## src/rtl/iso7816_act_seq.sv

```systemverilog
// ---------------------------------------------------------------------------
// iso7816_act_seq
// Card contact activation / warm-reset / deactivation sequencer. All dwell
// times are counted in card-clock ticks (card_tick) from the clock divider.
//
// Ports
//   clk, rst_n        system clock, asynchronous active-low reset
//   card_tick         one-cycle strobe per card clock period
//   cmd_activate      start cold activation (OFF only)
//   cmd_warm          warm reset (ACTIVE only)
//   cmd_deactivate    start deactivation (PWR_UP, CLK_ON, ATR_WAIT, ACTIVE)
//   rx_stb            character received strobe from the character core
//   cfg_t_*           dwell times in ticks minus 1, sampled on state entry
//   card_vcc_en, card_clk_en, card_rst_n   card contact controls
//   io_ena            enables the character core's TX/RX
//   state, busy, active, evt_atr, atr_timeout   status
//
// state     | meaning
// ----------+-------------------------------------------------------------
// OFF       | card unpowered, waiting for cmd_activate
// PWR_UP    | VCC on, waiting for supply to settle before starting CLK
// CLK_ON    | CLK running, RST held low (cold or warm reset)
// ATR_WAIT  | RST released, waiting for first ATR character
// ACTIVE    | card answered, normal operation
// DEACT_RST | RST low and IO disabled, first deactivation step
// DEACT_CLK | CLK stopped
// DEACT_PWR | VCC off, waiting before returning to OFF
// ---------------------------------------------------------------------------
module iso7816_act_seq #(
   parameter int W = 16
) (
   input  logic         clk,
   input  logic         rst_n,
   input  logic         card_tick,
   input  logic         cmd_activate,
   input  logic         cmd_warm,
   input  logic         cmd_deactivate,
   input  logic         rx_stb,
   input  logic [W-1:0] cfg_t_pwr,
   input  logic [W-1:0] cfg_t_rst,
   input  logic [W-1:0] cfg_t_atr,
   input  logic [W-1:0] cfg_t_off,
   output logic         card_vcc_en,
   output logic         card_clk_en,
   output logic         card_rst_n,
   output logic         io_ena,
   output logic [2:0]   state,
   output logic         busy,
   output logic         active,
   output logic         evt_atr,
   output logic         atr_timeout
);

   typedef enum logic [2:0] {
      ST_OFF       = 3'd0,
      ST_PWR_UP    = 3'd1,
      ST_CLK_ON    = 3'd2,
      ST_ATR_WAIT  = 3'd3,
      ST_ACTIVE    = 3'd4,
      ST_DEACT_RST = 3'd5,
      ST_DEACT_CLK = 3'd6,
      ST_DEACT_PWR = 3'd7
   } state_t;

   state_t         state_q, state_d;
   logic [W-1:0]   cnt_q, cnt_d;
   logic           vcc_q, vcc_d;
   logic           clk_en_q, clk_en_d;
   logic           rst_n_q, rst_n_d;
   logic           io_q, io_d;
   logic           busy_q, busy_d;
   logic           active_q, active_d;
   logic           evt_q, evt_d;
   logic           to_q, to_d;
   logic           expire;
   logic           deact_ok;

   assign expire = card_tick && (cnt_q == '0);

   always_comb begin
      deact_ok = 1'b0;
      case (state_q)
         ST_PWR_UP, ST_CLK_ON, ST_ATR_WAIT, ST_ACTIVE: deact_ok = 1'b1;
         default:                                      deact_ok = 1'b0;
      endcase
   end

   always_comb begin
      state_d  = state_q;
      cnt_d    = cnt_q;
      vcc_d    = vcc_q;
      clk_en_d = clk_en_q;
      rst_n_d  = rst_n_q;
      io_d     = io_q;
      evt_d    = 1'b0;
      to_d     = to_q;

      if (cmd_deactivate && deact_ok) begin
         // VCC/CLK keep their current level so an abort from PWR_UP never
         // starts the card clock.
         state_d = ST_DEACT_RST;
         rst_n_d = 1'b0;
         io_d    = 1'b0;
         cnt_d   = cfg_t_off;
      end else begin
         case (state_q)
            ST_OFF: begin
               if (cmd_activate) begin
                  state_d = ST_PWR_UP;
                  vcc_d   = 1'b1;
                  cnt_d   = cfg_t_pwr;
               end
            end
            ST_PWR_UP: begin
               if (expire) begin
                  state_d  = ST_CLK_ON;
                  clk_en_d = 1'b1;
                  io_d     = 1'b1;
                  rst_n_d  = 1'b0;
                  cnt_d    = cfg_t_rst;
               end else if (card_tick) begin
                  cnt_d = cnt_q - W'(1);
               end
            end
            ST_CLK_ON: begin
               if (expire) begin
                  state_d = ST_ATR_WAIT;
                  rst_n_d = 1'b1;
                  to_d    = 1'b0;
                  cnt_d   = cfg_t_atr;
               end else if (card_tick) begin
                  cnt_d = cnt_q - W'(1);
               end
            end
            ST_ATR_WAIT: begin
               // A character on the expiring tick still counts as an answer.
               if (rx_stb) begin
                  state_d = ST_ACTIVE;
                  evt_d   = 1'b1;
               end else if (expire) begin
                  state_d = ST_DEACT_RST;
                  rst_n_d = 1'b0;
                  io_d    = 1'b0;
                  to_d    = 1'b1;
                  cnt_d   = cfg_t_off;
               end else if (card_tick) begin
                  cnt_d = cnt_q - W'(1);
               end
            end
            ST_ACTIVE: begin
               if (cmd_warm) begin
                  state_d = ST_CLK_ON;
                  rst_n_d = 1'b0;
                  cnt_d   = cfg_t_rst;
               end
            end
            ST_DEACT_RST: begin
               if (expire) begin
                  state_d  = ST_DEACT_CLK;
                  clk_en_d = 1'b0;
                  cnt_d    = cfg_t_off;
               end else if (card_tick) begin
                  cnt_d = cnt_q - W'(1);
               end
            end
            ST_DEACT_CLK: begin
               if (expire) begin
                  state_d = ST_DEACT_PWR;
                  vcc_d   = 1'b0;
                  cnt_d   = cfg_t_off;
               end else if (card_tick) begin
                  cnt_d = cnt_q - W'(1);
               end
            end
            ST_DEACT_PWR: begin
               if (expire) begin
                  state_d = ST_OFF;
               end else if (card_tick) begin
                  cnt_d = cnt_q - W'(1);
               end
            end
            default: begin
               state_d = ST_OFF;
            end
         endcase
      end

      busy_d   = !((state_d == ST_OFF) || (state_d == ST_ACTIVE));
      active_d = (state_d == ST_ACTIVE);
   end

   always_ff @(posedge clk or negedge rst_n) begin
      if (!rst_n) begin
         state_q  <= ST_OFF;
         cnt_q    <= '0;
         vcc_q    <= 1'b0;
         clk_en_q <= 1'b0;
         rst_n_q  <= 1'b0;
         io_q     <= 1'b0;
         busy_q   <= 1'b0;
         active_q <= 1'b0;
         evt_q    <= 1'b0;
         to_q     <= 1'b0;
      end else begin
         state_q  <= state_d;
         cnt_q    <= cnt_d;
         vcc_q    <= vcc_d;
         clk_en_q <= clk_en_d;
         rst_n_q  <= rst_n_d;
         io_q     <= io_d;
         busy_q   <= busy_d;
         active_q <= active_d;
         evt_q    <= evt_d;
         to_q     <= to_d;
      end
   end

   assign state       = state_q;
   assign card_vcc_en = vcc_q;
   assign card_clk_en = clk_en_q;
   assign card_rst_n  = rst_n_q;
   assign io_ena      = io_q;
   assign busy        = busy_q;
   assign active      = active_q;
   assign evt_atr     = evt_q;
   assign atr_timeout = to_q;

endmodule

```

## config.mk

```make
export PLATFORM = sky130hd
export DESIGN_NAME = iso7816_act_seq
export DESIGN_NICKNAME = d
export VERILOG_FILES = /design/src/rtl/iso7816_act_seq.sv
export SDC_FILE = /design/constraint.sdc
export NUM_CORES = 1
export LEC_CHECK = 0
export ABC_AREA = 1
export CORE_MARGIN = 2
export CORE_UTILIZATION = 47
export CTS_CLUSTER_DIAMETER = 30
export CTS_CLUSTER_SIZE = 10
export DETAILED_ROUTE_END_ITERATION = 10
export PLACE_DENSITY = 0.81
export SLEW_MARGIN = 15
export SYNTH_ARGS = -nofsm -noshare
export SYNTH_HDL_FRONTEND = slang
export SYNTH_SLANG_ARGS = --single-unit
```

## constraint.sdc

```tcl
create_clock -name clk -period 2.1 [get_ports clk]
set_input_delay 0.315 -clock clk [delete_from_list [all_inputs] [get_ports clk]]
set_output_delay 0.315 -clock clk [all_outputs]
set_load 0.02 [all_outputs]
```

==> results by group <==
Floorplan
  • Die Y: about 77 um
  • Io pins: 82
  • Initial Util: between 40% and 50%
  • Core Region: between 5000 and 6000 um2
  • Die ar.: around 6000 um2
  • Die width: about 77 um
  • Row cnt: 26

Pwr
  • Clock network fraction of total power: between 6 and 7%
  • Sequential share of power: about 23%
  • Gate power share: between 70% and 80%
  • Leak: roughly 1.7 nW
  • PD cells: 1220 nW/um2
  • P_sw: around 2.3 mW
  • Total power: between 4 and 5 mW
  • Internal: ~2.2 mW
  • Switching Share: 51.2%
  • Max IR drop VDD: ~0.00056 V

Worst hold path
  • Hold Crit Class: input port to async pin

Synth
  • Main synth FF type: dfrtp_1
  • Post-synth top area cell: dfrtp_1
  • Syn nets: 484
  • Top cells by area, synth: dfrtp_1 27%, nand2_1 23%, nor2_1 6.2%
  • Ys Warns: 0
  • Post-synth ARST share: 100%
  • Register bit total from synthesis: 27
  • Synth Instances: 411
  • EDFF count, synth: 0
  • Share of the synthesized area in the top cell type: a little over a quarter
  • Yosys cell types: 34
  • Synthesized area: 2540 um2
  • Syn_area_per_cell: between 6 and 7 um2
  • Sequential share of the synthesized area: between 20% and 30%

Routing
  • Vias per cell: approximately 5.3
  • Vias: a little over 3000
  • Iteration-0 DRC Markers: around 220
  • Routed Antenna Nets: 0
  • Drc violations: 0
  • Final wirelength: 8450 um
  • DR pass1 iterations: 5
  • Avg WL per Cell: 14.5 um

Timing
  • Crit share post-route: 95.0%
  • Number of setup violations in the final report: 0
  • Final Critical Period: between 1.5 and 2 ns
  • Max Slew Vio Count: 0
  • Fmax: between 500 and 600 MHz
  • Max-slew headroom: 71.6%
  • Unrepaired setup endpoints after global routing: no
  • Fin. Hold Viols: 0
  • Fin Hold WS: 0.419 ns
  • Worst-margin pin slew: between 0.4 and 0.5 ns
  • Slack of the critical path: around 0.10 ns
  • Setup TNS: 0 ns
  • Final Skew: roughly 0.0074 ns

Clock network
  • Total CTS buffers: 3
  • H-tree levels: 1
  • Clock Tree Buf Depth: 2
  • Clock sinks: 27
  • Clk Latency, worst-skew pair: about 0.28 ns
  • CTS tree: done
  • Clock tree root driver cell: clkbuf_8
  • Reg clk slew, reported paths: around 0.1 ns

Worst setup path
  • Crit path kind: flip-flop to primary output
  • Crit start category: flip-flop
  • Required time of the critical path: roughly 1.8 ns
  • Largest stage delay on the critical path: 0.61 ns
  • Worst Path Max Fanout: 10
  • Buf/Inv on CP: 2
  • CP cell instances: buf_4 > clkdlybuf4s50_1
  • Arr. time, crit path: ~1.7 ns
  • Worst setup EP type: primary output
  • Max stage delay cell, worst path: dfrtp_1
  • Delay-heaviest family, CP: buffers and inverters

Global route
  • Vias in the first global route: just under 3000
  • Largest net degree at the start of global routing: 28
  • First-pass GRT wire length: ~14000 um
  • GRT overflow: 0
  • Initial antenna violation count: 0
  • GRT Util Overall: just under 30%

Placement
  • IO buf count: roughly 80
  • Routability cong.: around 0.9
  • HPWL after DPL: around 6500 um
  • Worst slack, placed: -0.0370 ns
  • Cell Area, Placed: approximately 3600 um2
  • Cells after DPL: slightly below 600

Finish
  • Area growth syn-to-layout: 44.7%
  • Leading cell type in the layout, fill and taps excluded: nand2_1
  • Final Non-Filler Cells: slightly below 600
  • Final Util: between 70% and 80%
  • Final instance area: between 3000 and 4000 um2
  • Most frequent cells in the layout: 156 x nand2_1, 81 x clkdlybuf4s50_1, 42 x nor2_1
  • Inserted Diodes: 0
  • Nets: 588
  • Share of cells above drive strength 1: around 16%

Run status
  • Status: finished, final reports clean

Run
  • Max_cap viols: 0
area by class of cell:
cell class / count / area, um2
clock buffer: 3 / 41.3
clock inverter: 1 / 5.00
fill: 461 / 1500
inverter: 44 / 168
multi-input combinational: 327 / 1600
sequential: 27 / 676
tap: 70 / 87.6
timing repair buffer: 112 / 1090
metal layers:
layer / share of wire [%] / track usage (%) / vias up
li1: - / - / 1521
met2: 48 / 50.3 / 159
met1: 43 / 37.9 / 1380
met5: 0 / 0 / -
met4: 1.6 / 8.39 / 0
met3: 7.4 / 3.72 / 14
registers in the layout (all words and copies together) (netlist names):
register	flops
evt_atr	1
io_ena	1
card_vcc_en	1
card_rst_n	1
busy	1
state	3
card_clk_en	1
atr_timeout	1
active	1
cnt_q	16
cells by family after synthesis:
| group | Yosys count | share of synthesized area [%] |
|---|---|---|
| AND/OR/NAND/NOR | 253 | 43.5 |
| AO/OA/AOI/OAI | 66 | 16.1 |
| buffers and inverters | 57 | 10.7 |
| flip-flops | 27 | 26.6 |
| XOR/XNOR | 6 | 2.07 |
| adder cells (fa/ha/maj) | 2 | 0.986 |
power by group through the flow:
stage	clock [mW]	combinational (mW)	sequential, mW
2_1_floorplan	0	2.04	0.996
3_3_place_gp	0	3.01	1.02
3_5_place_dp	0	3.07	1.01
4_1_cts	0.315	3.09	1.01
5_1_grt	0.326	3.50	1.05
6_report	0.309	3.14	1.02
path summary, 6_finish.rpt:
check                                         from                      end  slack (ns)  cells after the start
max                             state[2]$_DFF_PN0_                 state[2]        0.10                      2
min                                          rst_n     cnt_q[7]$_DFFE_PN0P_        0.42                      2
max reg2reg                   cnt_q[0]$_DFFE_PN0P_    cnt_q[15]$_DFFE_PN0P_        0.18                     14
min reg2reg                atr_timeout$_DFFE_PN0P_  atr_timeout$_DFFE_PN0P_        0.49                      1
max in group asynchronous                    rst_n  atr_timeout$_DFFE_PN0P_        1.40                      2
min in group clk           atr_timeout$_DFFE_PN0P_  atr_timeout$_DFFE_PN0P_        0.49                      1
Yosys cell counts, types with 7 or more instances:
cell type and count:
a21oi_2 7, nand2_2 7, nand3_1 16, nor2_2 7, inv_2 7, inv_1 36
o21ai_0 20, nand2_1 156, nand4_1 11, dfrtp_1 27, a21oi_1 14, nor2_1 42
o21ai_2 8
what timing repair did:
| item | 4_1_cts | 5_1_grt |
|---|---|---|
| buffers inserted | 0 | 1 |
| endpoints found under the setup margin | 0 | 16 |
| hold buffers | 0 | 0 |
| resized for setup | 0 | 4 |
worst reg2reg max path, cell delays in order (launching register included):
cell	delay [ns]
dfrtp_1	0.43
inv_2	0.10
ha_1	0.15
inv_1	0.04
nor2_1	0.08
nand2_1	0.09
nor2_4	0.13
buf_4	0.13
nand3_2	0.06
nand2_2	0.11
buf_4	0.17
nand2_1	0.09
nand3_1	0.11
nand2_1	0.07
a21oi_1	0.12
Note: power is estimated with default switching activity, not from simulation.
